## config.mk

```make
export PLATFORM = sky130hd
export DESIGN_NAME = lcd_ctrl
export DESIGN_NICKNAME = d
export VERILOG_FILES = /design/src/rtl/lcd_ctrl.sv
export SDC_FILE = /design/constraint.sdc
export NUM_CORES = 1
export LEC_CHECK = 0
export CAP_MARGIN = 20
export CORE_UTILIZATION = 60
export DETAILED_ROUTE_END_ITERATION = 10
export DONT_BUFFER_PORTS = 1
export GPL_TIMING_DRIVEN = 1
export PLACE_DENSITY_LB_ADDON = 0.1
export SLEW_MARGIN = 20
export SYNTH_ARGS = -nofsm -noshare
export SYNTH_HDL_FRONTEND = slang
export SYNTH_SLANG_ARGS = --single-unit
```

## constraint.sdc

```tcl
create_clock -name clk_i -period 4.7 [get_ports clk_i]
set_input_delay 0.235 -clock clk_i [delete_from_list [all_inputs] [get_ports clk_i]]
set_output_delay 0.235 -clock clk_i [all_outputs]
set_load 0.005 [all_outputs]
```

## src/rtl/lcd_ctrl.sv

```systemverilog
// HD44780 16x2 character LCD sequencer: power-up wait, fixed init ROM, then one
// command/data byte per valid/ready handshake with setup, enable-width and execution spacing.
module lcd_ctrl #(
  parameter int PWRUP_CYC    = 750_000,
  parameter int SETUP_CYC    = 3,
  parameter int EN_HIGH_CYC  = 12,
  parameter int CMD_WAIT_CYC = 2_500,
  parameter int CLR_WAIT_CYC = 82_000
) (
  input  logic       clk_i,
  input  logic       rst_i,
  input  logic       req_valid_i,
  input  logic       req_rs_i,
  input  logic [7:0] req_data_i,
  output logic       req_ready_o,
  output logic       init_done_o,
  output logic       busy_o,
  output logic [7:0] lcd_data_o,
  output logic       lcd_rs_o,
  output logic       lcd_rw_o,
  output logic       lcd_en_o,
  output logic       lcd_on_o,
  output logic       lcd_blon_o,
  output logic [2:0] dbg_state_o
);

  localparam int MAX_A   = (PWRUP_CYC > CLR_WAIT_CYC) ? PWRUP_CYC : CLR_WAIT_CYC;
  localparam int MAX_B   = (CMD_WAIT_CYC > EN_HIGH_CYC) ? CMD_WAIT_CYC : EN_HIGH_CYC;
  localparam int MAX_C   = (MAX_B > SETUP_CYC) ? MAX_B : SETUP_CYC;
  localparam int MAX_CYC = (MAX_A > MAX_C) ? MAX_A : MAX_C;
  localparam int CW      = $clog2(MAX_CYC) + 1;

  localparam logic [CW-1:0] LD_PWRUP = CW'(PWRUP_CYC - 1);
  localparam logic [CW-1:0] LD_SETUP = CW'(SETUP_CYC - 1);
  localparam logic [CW-1:0] LD_EN    = CW'(EN_HIGH_CYC - 1);
  localparam logic [CW-1:0] LD_CMD   = CW'(CMD_WAIT_CYC - 1);
  localparam logic [CW-1:0] LD_CLR   = CW'(CLR_WAIT_CYC - 1);
  localparam logic [CW-1:0] CNT_ONE  = CW'(1);

  localparam logic [2:0] S_PWRUP  = 3'd0;
  localparam logic [2:0] S_SETUP  = 3'd1;
  localparam logic [2:0] S_ENABLE = 3'd2;
  localparam logic [2:0] S_WAIT   = 3'd3;
  localparam logic [2:0] S_IDLE   = 3'd4;

  logic [2:0]    r_state;
  logic [CW-1:0] r_cnt;
  logic [2:0]    r_idx;
  logic          r_init_done;
  logic          r_en;
  logic          r_rs;
  logic [7:0]    r_data;
  logic          r_on;

  logic w_ready;
  logic w_accept;
  logic w_clr;
  logic w_cnt_zero;

  function automatic logic [7:0] f_rom(input logic [2:0] idx);
    case (idx)
      3'd0:    f_rom = 8'h38;
      3'd1:    f_rom = 8'h38;
      3'd2:    f_rom = 8'h0C;
      3'd3:    f_rom = 8'h01;
      3'd4:    f_rom = 8'h06;
      default: f_rom = 8'h00;
    endcase
  endfunction

  // Handshake: a byte transfers at a rising edge where req_valid_i & req_ready_o.
  // Ready is also raised in the final WAIT cycle so a held request goes out with no idle bubble.
  always_comb begin
    w_cnt_zero = (r_cnt == '0);
    w_ready    = (r_state == S_IDLE) ||
                 ((r_state == S_WAIT) && w_cnt_zero && r_init_done);
    w_accept   = req_valid_i && w_ready;
    w_clr      = !r_rs && (r_data[7:2] == 6'd0) && (r_data != 8'd0);
  end

  always_ff @(posedge clk_i) begin
    if (rst_i) begin
      r_state     <= S_PWRUP;
      r_cnt       <= LD_PWRUP;
      r_idx       <= 3'd0;
      r_init_done <= 1'b0;
      r_en        <= 1'b0;
      r_rs        <= 1'b0;
      r_data      <= 8'd0;
      r_on        <= 1'b0;
    end else begin
      r_on <= 1'b1;
      case (r_state)
        S_PWRUP: begin
          if (w_cnt_zero) begin
            r_data  <= f_rom(3'd0);
            r_rs    <= 1'b0;
            r_cnt   <= LD_SETUP;
            r_state <= S_SETUP;
          end else begin
            r_cnt <= r_cnt - CNT_ONE;
          end
        end
        S_SETUP: begin
          if (w_cnt_zero) begin
            r_en    <= 1'b1;
            r_cnt   <= LD_EN;
            r_state <= S_ENABLE;
          end else begin
            r_cnt <= r_cnt - CNT_ONE;
          end
        end
        S_ENABLE: begin
          if (w_cnt_zero) begin
            r_en    <= 1'b0;
            r_cnt   <= w_clr ? LD_CLR : LD_CMD;
            r_state <= S_WAIT;
          end else begin
            r_cnt <= r_cnt - CNT_ONE;
          end
        end
        S_WAIT: begin
          if (!w_cnt_zero) begin
            r_cnt <= r_cnt - CNT_ONE;
          end else if (!r_init_done) begin
            if (r_idx < 3'd4) begin
              r_idx   <= r_idx + 3'd1;
              r_data  <= f_rom(r_idx + 3'd1);
              r_rs    <= 1'b0;
              r_cnt   <= LD_SETUP;
              r_state <= S_SETUP;
            end else begin
              r_init_done <= 1'b1;
              r_state     <= S_IDLE;
            end
          end else if (w_accept) begin
            r_data  <= req_data_i;
            r_rs    <= req_rs_i;
            r_cnt   <= LD_SETUP;
            r_state <= S_SETUP;
          end else begin
            r_state <= S_IDLE;
          end
        end
        S_IDLE: begin
          if (w_accept) begin
            r_data  <= req_data_i;
            r_rs    <= req_rs_i;
            r_cnt   <= LD_SETUP;
            r_state <= S_SETUP;
          end
        end
        default: begin
          r_en    <= 1'b0;
          r_cnt   <= LD_PWRUP;
          r_state <= S_PWRUP;
        end
      endcase
    end
  end

  assign req_ready_o = w_ready;
  assign busy_o      = !w_ready;
  assign init_done_o = r_init_done;
  assign lcd_data_o  = r_data;
  assign lcd_rs_o    = r_rs;
  assign lcd_rw_o    = 1'b0;
  assign lcd_en_o    = r_en;
  assign lcd_on_o    = r_on;
  assign lcd_blon_o  = 1'b0;
  assign dbg_state_o = r_state;

endmodule

```

==> results.cfg, run 1 <==
[timing]
grt_setup_unrepaired = false
worst_clock_skew_ns = 0.00758
timing.final.crit_period_ns = 3.02
max_clock_freq_mhz = 331
slew_viol_final = 0
worstMarginPinSlew_ns = 0.905
setup-tns-final_ns = 0
max_slew_margin_pct = 39.3
final_setup_viols = 0
final.period_utilization_pct = 64.2
hold_viol_final = 0

[route]
drc_errors = 0
route.antenna.remaining_nets = 0
routed_via_density = 6.64
vias = 2291
drt_wl_total_um = 6030
drt_iter0_markers = 315
drt_pre_antenna_iters = 4
route.detailed.wl_per_inst_um = 17.5

[cells_and_area]
num-fill-cells = 339
diodes = 0
stdcell_area_um2 = 2430
area_growth_pct = 4.36
final_net_count = 315
drive_above_1_share_pct = 5.39

[critical_path]
worstSetupStartpointType = flip-flop
worst_r2r_startpoint = r_cnt[4]
crit_required_ns = 4.92
critical_path_peak_fanout = 10
arrival_ns = 3.24
critical_path.startpoint = r_cnt[4]
timing.reg2reg.setup_slack_ns = 1.68
crit_type = flip-flop to flip-flop
setup.worst_path.end_class = flip-flop

[place]
post-dp-hpwl_um = 4370
postPlaceCellArea_um2 = 2310
port_buffers = 0
gp_weighted_congestion = 0.932

[logic_synthesis]
synth.lib_cells_used.distinct = 57
synth_top_cell_by_area = sky130_fd_sc_hd__dfxtp_1
synth.cell_area_um2 = 2330
dominantRegCellSynth = sky130_fd_sc_hd__dfxtp_1
yosys.cell_count.top_type = sky130_fd_sc_hd__dfxtp_1
synth_edf_count = 0
ys_async_sr_fraction_pct = 0
post_synth_most_frequent_cells = sky130_fd_sc_hd__dfxtp_1 (39), sky130_fd_sc_hd__nor2_1 (36), sky130_fd_sc_hd__nand2_1 (29), sky130_fd_sc_hd__o21ai_0 (22), sky130_fd_sc_hd__nor3_1 (18)
synthTopCellsByArea = sky130_fd_sc_hd__dfxtp_1 (34%), sky130_fd_sc_hd__nor2_1 (5.8%), sky130_fd_sc_hd__o21ai_0 (4.7%)
ys_seq_area_share_pct = 33.6
postSynthCellCount = 303
post_synth.cell_area_avg_um2 = 7.68
yosys_register_bits = 39
yosysTopAreaCellShare_pct = 33.6
synth.yosys.warnings = 0

[clock_network]
clkSlewWorstSetupHoldPaths_ns = 0.07
cts_tree = built
htree_levels = 2
clockBufferDepth = 2
clock_sinks = 39
postCtsSetupRepairBufs = 0
post_cts.resized_instances = 0
clk_root_buffer_cell = sky130_fd_sc_hd__clkbuf_8
clock_latency_ns = 0.29
tritoncts.num_buffers = 5
cts_hold_buffers = 1

[grt]
antenna_found_initial = 0
maximum_number_of_pins_on_one_net_before_global_route_repair = 23
grt.overflow.total = 0
vias_in_the_first_global_route = 2088
grt_first_pass_wirelength_um = 9990
groute.usage.overall_pct = 31.3

[die]
core_area_um2 = 3690
die-width_um = 64.3
die_height_um = 64.3
rows = 22
die_area_um2 = 4130
initial_util_pct = 63.1
floorplan.io_pins = 31

[power]
total_leakage_power_nw = 0.805
max-vdd-ir-drop_uv = 156
p_per_area_nw_per_um2 = 258

[min_path]
hold_path_startpoint = rst_i
timing.hold.worst.class = input pin to flip-flop

[flow_run]
drv.max_cap_violation_count = 0

[outcome]
status = complete, no violations
[power breakdown]
part           switching [W]  total [W]  internal [W]
sequential        0.00000368   0.000337      0.000334
clock               0.000115   0.000270      0.000156
combinational      0.0000112  0.0000190    0.00000782
total               0.000130   0.000627      0.000497
[final cells by class]
cell class	instances	area, um2	area share (%)
Tap cell	48	60.1	2.47
Inverter	10	37.5	1.55
Sequential cell	39	781	32.2
Timing Repair Buffer	1	10.0	0.412
Clock buffer	6	72.6	2.99
Clock inverter	1	30.0	1.24
Multi-Input combinational cell	240	1440	59.2
[metrics by stage]
| step | std cells | setup WS (ns) | utilization, % | total power (W) | hold slack, ns |
|---|---|---|---|---|---|
| after global routing | 345 | 1.37 | 65.8 | 0.000645 | 0.000225 |
| final | 345 | 1.68 | 65.8 | 0.000627 | 0.00774 |
| after detailed placement | 337 | 1.80 | 62.8 | 0.000363 | 0.310 |
| after CTS | 345 | 1.75 | 65.8 | 0.000628 | 0.00513 |
| after floorplan | 304 | 2.33 | - | 0.000362 | 0.425 |
| after global placement | 337 | 1.86 | 62.8 | 0.000362 | 0.307 |
[flip-flops by register name, indices dropped and copies added (netlist names)]
| signal | cells |
|---|---|
| lcd_rs_o | 1 |
| dbg_state_o | 3 |
| r_idx | 3 |
| lcd_on_o | 1 |
| lcd_data_o | 8 |
| r_cnt | 21 |
| lcd_en_o | 1 |
| init_done_o | 1 |
[placed cells by master, fill, tap and decap left out, drive strengths merged, types with 3 or more instances in the layout]
| cell type | count |
|---|---|
| nor3 | 18 |
| a31oi | 8 |
| nand2 | 30 |
| inv | 10 |
| o211ai | 3 |
| xor2 | 3 |
| ha | 6 |
| or3 | 3 |
| mux2i | 6 |
| nand3 | 11 |
| a211oi | 4 |
| clkbuf | 6 |
| o31ai | 4 |
| or4 | 7 |
| dfxtp | 39 |
| a21o | 3 |
| o311ai | 5 |
| a21oi | 17 |
| and2 | 3 |
| a31o | 3 |
| nor4 | 9 |
| nor2 | 37 |
| o21ai | 27 |
[layer usage]
layer | global-route usage [%] | routed length (um) | vias up
li1 | - | - | 1114
met5 | 0 | 0 | -
met4 | 11.9 | 168 | 0
met3 | 5.54 | 355 | 18
met2 | 50.9 | 2860 | 76
met1 | 40.9 | 2640 | 1083
[logic make-up (layout without fill, tap and decap cells)]
| group | count (synthesis) | in the layout | synth area share, % |
|---|---|---|---|
| multiplexers | 6 | 6 | 2.58 |
| XOR/XNOR | 5 | 5 | 1.88 |
| buffers and inverters | 25 | 18 | 4.84 |
| other | 1 | 2 | 0.161 |
| flip-flops | 39 | 39 | 33.6 |
| AND/OR/NAND/NOR | 129 | 129 | 27.5 |
| AO/OA/AOI/OAI | 92 | 92 | 26.3 |
| adder cells (fa/ha/maj) | 6 | 6 | 3.23 |
[worst paths after layout]
path | end | cells after the start
worst max register to register | r_cnt[9] | 7
worst max-delay path | r_cnt[9] | 7
worst min-delay path | r_idx[2] | 1
worst min register to register | r_cnt[20] | 2
[critical path, cell delays in order, from the launching register on]
cell	delay (ns)
sky130_fd_sc_hd__dfxtp_1	0.36
sky130_fd_sc_hd__nor4_1	0.76
sky130_fd_sc_hd__and3_1	0.51
sky130_fd_sc_hd__a31o_2	0.34
sky130_fd_sc_hd__inv_2	0.10
sky130_fd_sc_hd__nor2_1	0.47
sky130_fd_sc_hd__o21ai_0	0.21
sky130_fd_sc_hd__a21oi_1	0.18
No activity file was read; power rests on OpenSTA's default activity.
==> inputs of run 2 (changes only) <==
- CORE_UTILIZATION: 60 -> 57
- clock period: 4.7 -> 2.6 ns (I/O delays scaled with it)
==> results.cfg, run 2 (synthesis results as in run 1) <==
[critical_path]
worst_path_dominant_cell_family = simple AND/OR/NAND/NOR gates
critical_path_peak_fanout = 6
timing.critical_path.cells = or4_4 > nor4_1 > a31o_2 > inv_2 > o21ai_0 > o21ai_0 > a221oi_1
critPathSlowestCell = sky130_fd_sc_hd__or4_4
regToRegEndpoint = lcd_data_o[1]
arrival_ns = 2.71
crit_required_ns = 2.80
crit_type = flip-flop to flip-flop
timing.reg2reg.setup_slack_ns = 0.09
timing.critical_path.buf_inv = 1
setup.worst_path.end_class = flip-flop
worst_r2r_startpoint = r_cnt[16]
worstSetupStartpointType = flip-flop
worst_r2r_path_depth = 7
worst_path_largest_cell_delay_ns = 0.56
critPathMostFrequentCell = sky130_fd_sc_hd__o21ai_0

[grt]
globalRouteMet2Util_pct = 49.2
vias_in_the_first_global_route = 2303
grt.busiest_layer = met2
antenna_found_initial = 0
maximum_number_of_pins_on_one_net_before_global_route_repair = 21
grt.overflow.total = 0
gr-usage-met1_pct = 49.2
grt_first_pass_wirelength_um = 11300
groute.usage.overall_pct = 34.2
use_met3_pct = 8.10

[route]
drc_errors = 0
route.detailed.wl_per_inst_um = 18.2
route.antenna.remaining_nets = 0
drt_wl_total_um = 6610
drt_pre_antenna_iters = 5
vias = 2459
routed_via_density = 6.76
drt_iter0_markers = 289

[place]
post-dp-hpwl_um = 4720
postPlaceCellArea_um2 = 2450
gp_weighted_congestion = 0.903
port_buffers = 0

[cells_and_area]
layout_commonest_cell = sky130_fd_sc_hd__dfxtp_1
area_growth_pct = 9.25
drive_above_1_share_pct = 10.8
largest_register_ff_count = 21
highest_count_cells_in_the_layout_ignoring_fill_and_taps = sky130_fd_sc_hd__dfxtp_1 (39), sky130_fd_sc_hd__nor2_1 (36), sky130_fd_sc_hd__nand2_1 (29)
diodes = 0
finalCoreUtilization_pct = 66.9
final_net_count = 333
stdcell_area_um2 = 2540
registers.top_by_ff_count = r_cnt

[timing]
grt_setup_unrepaired = true
hold_viol_final = 0
hold-worst-slack_ns = 0.0215
final.period_utilization_pct = 96.6
max_slew_margin_pct = 59.2
worst_clock_skew_ns = 0.00681
final_setup_viols = 0
max_clock_freq_mhz = 398
worstMarginPinSlew_ns = 0.610
timing.final.crit_period_ns = 2.51
slew_viol_final = 0

[min_path]
hold_path_end = dbg_state_o[0]
hold_path_startpoint = req_valid_i
timing.hold.worst.class = input pin to flip-flop
min_path_cells = 2

[power]
power.switching_w = 0.000243
max-vdd-ir-drop_uv = 403
power.switching_fraction_pct = 23.2
total_leakage_power_nw = 0.889
fraction_of_power_consumed_by_the_clock_network_pct = 38.1
share_of_total_power_in_sequential_cells_pct = 58.1
share_comb_of_total_power_pct = 3.8
power.total_w = 0.00105
intPower_w = 0.000806
p_per_area_nw_per_um2 = 413

[clock_network]
postCtsSetupRepairBufs = 0
cts_tree = built
clock_latency_ns = 0.30
post_cts.resized_instances = 0
tritoncts.num_buffers = 5
htree_levels = 2
clockBufferDepth = 2
clock_sinks = 39
clk_root_buffer_cell = sky130_fd_sc_hd__clkbuf_8
clkSlewWorstSetupHoldPaths_ns = 0.08

[die]
die_height_um = 65.9
die_area_um2 = 4340
initial_util_pct = 61.2
rows = 22
floorplan.io_pins = 31
die-width_um = 65.9
core_area_um2 = 3800

[outcome]
status = complete, no violations

[flow_run]
drv.max_cap_violation_count = 0
[run 2: worst max-delay path by stage]
stage / start / end / cells past startpoint
3_3_place_gp: r_cnt[16] / r_cnt[2] / 7
5_1_grt: r_cnt[16] / lcd_data_o[1] / 7
4_1_cts: r_cnt[16] / lcd_data_o[1] / 7
3_5_place_dp: r_cnt[16] / lcd_data_o[1] / 7
2_1_floorplan: r_cnt[16] / r_cnt[2] / 7
6_report: r_cnt[16] / lcd_data_o[1] / 7
[run 2: final cells by class]
class	count	area, um2
multi-input cells	240	1440
fillers	329	1260
flip-flops and latches	39	781
repair buffers	19	145
clock buffers	7	76.3
well taps	48	60.1
inverters	10	37.5
clock inverters	1	5.00
[run 2: layer usage]
metal	routed length, um	share of wire (%)
met1	2870	43
met4	114	1.7
met2	2860	43
met5	0	0
met3	760	11
[run 2: per-stage QoR]
stage / setup TNS [ns] / cells / setup slack (ns)
after global placement: 0 / 355 / 0.180
after CTS: 0 / 364 / 0.142
final: 0 / 364 / 0.0887
after global routing: -0.00110 / 364 / -0.00110
after detailed placement: 0 / 355 / 0.159
after floorplan: 0 / 304 / 0.229
[run 2: timing repair]
action                     in CTS  in global routing
setup endpoints to repair       0                  1
hold buffers                    1                  0
hold endpoints to repair       16                  0
[run 2: power groups by stage]
stage | combinational [W] | clock [W] | sequential [W]
6_report | 0.0000396 | 0.000399 | 0.000609
5_1_grt | 0.0000432 | 0.000429 | 0.000610
4_1_cts | 0.0000390 | 0.000411 | 0.000609
3_5_place_dp | 0.0000334 | 0 | 0.000623
3_3_place_gp | 0.0000330 | 0 | 0.000623
2_1_floorplan | 0.0000329 | 0 | 0.000622
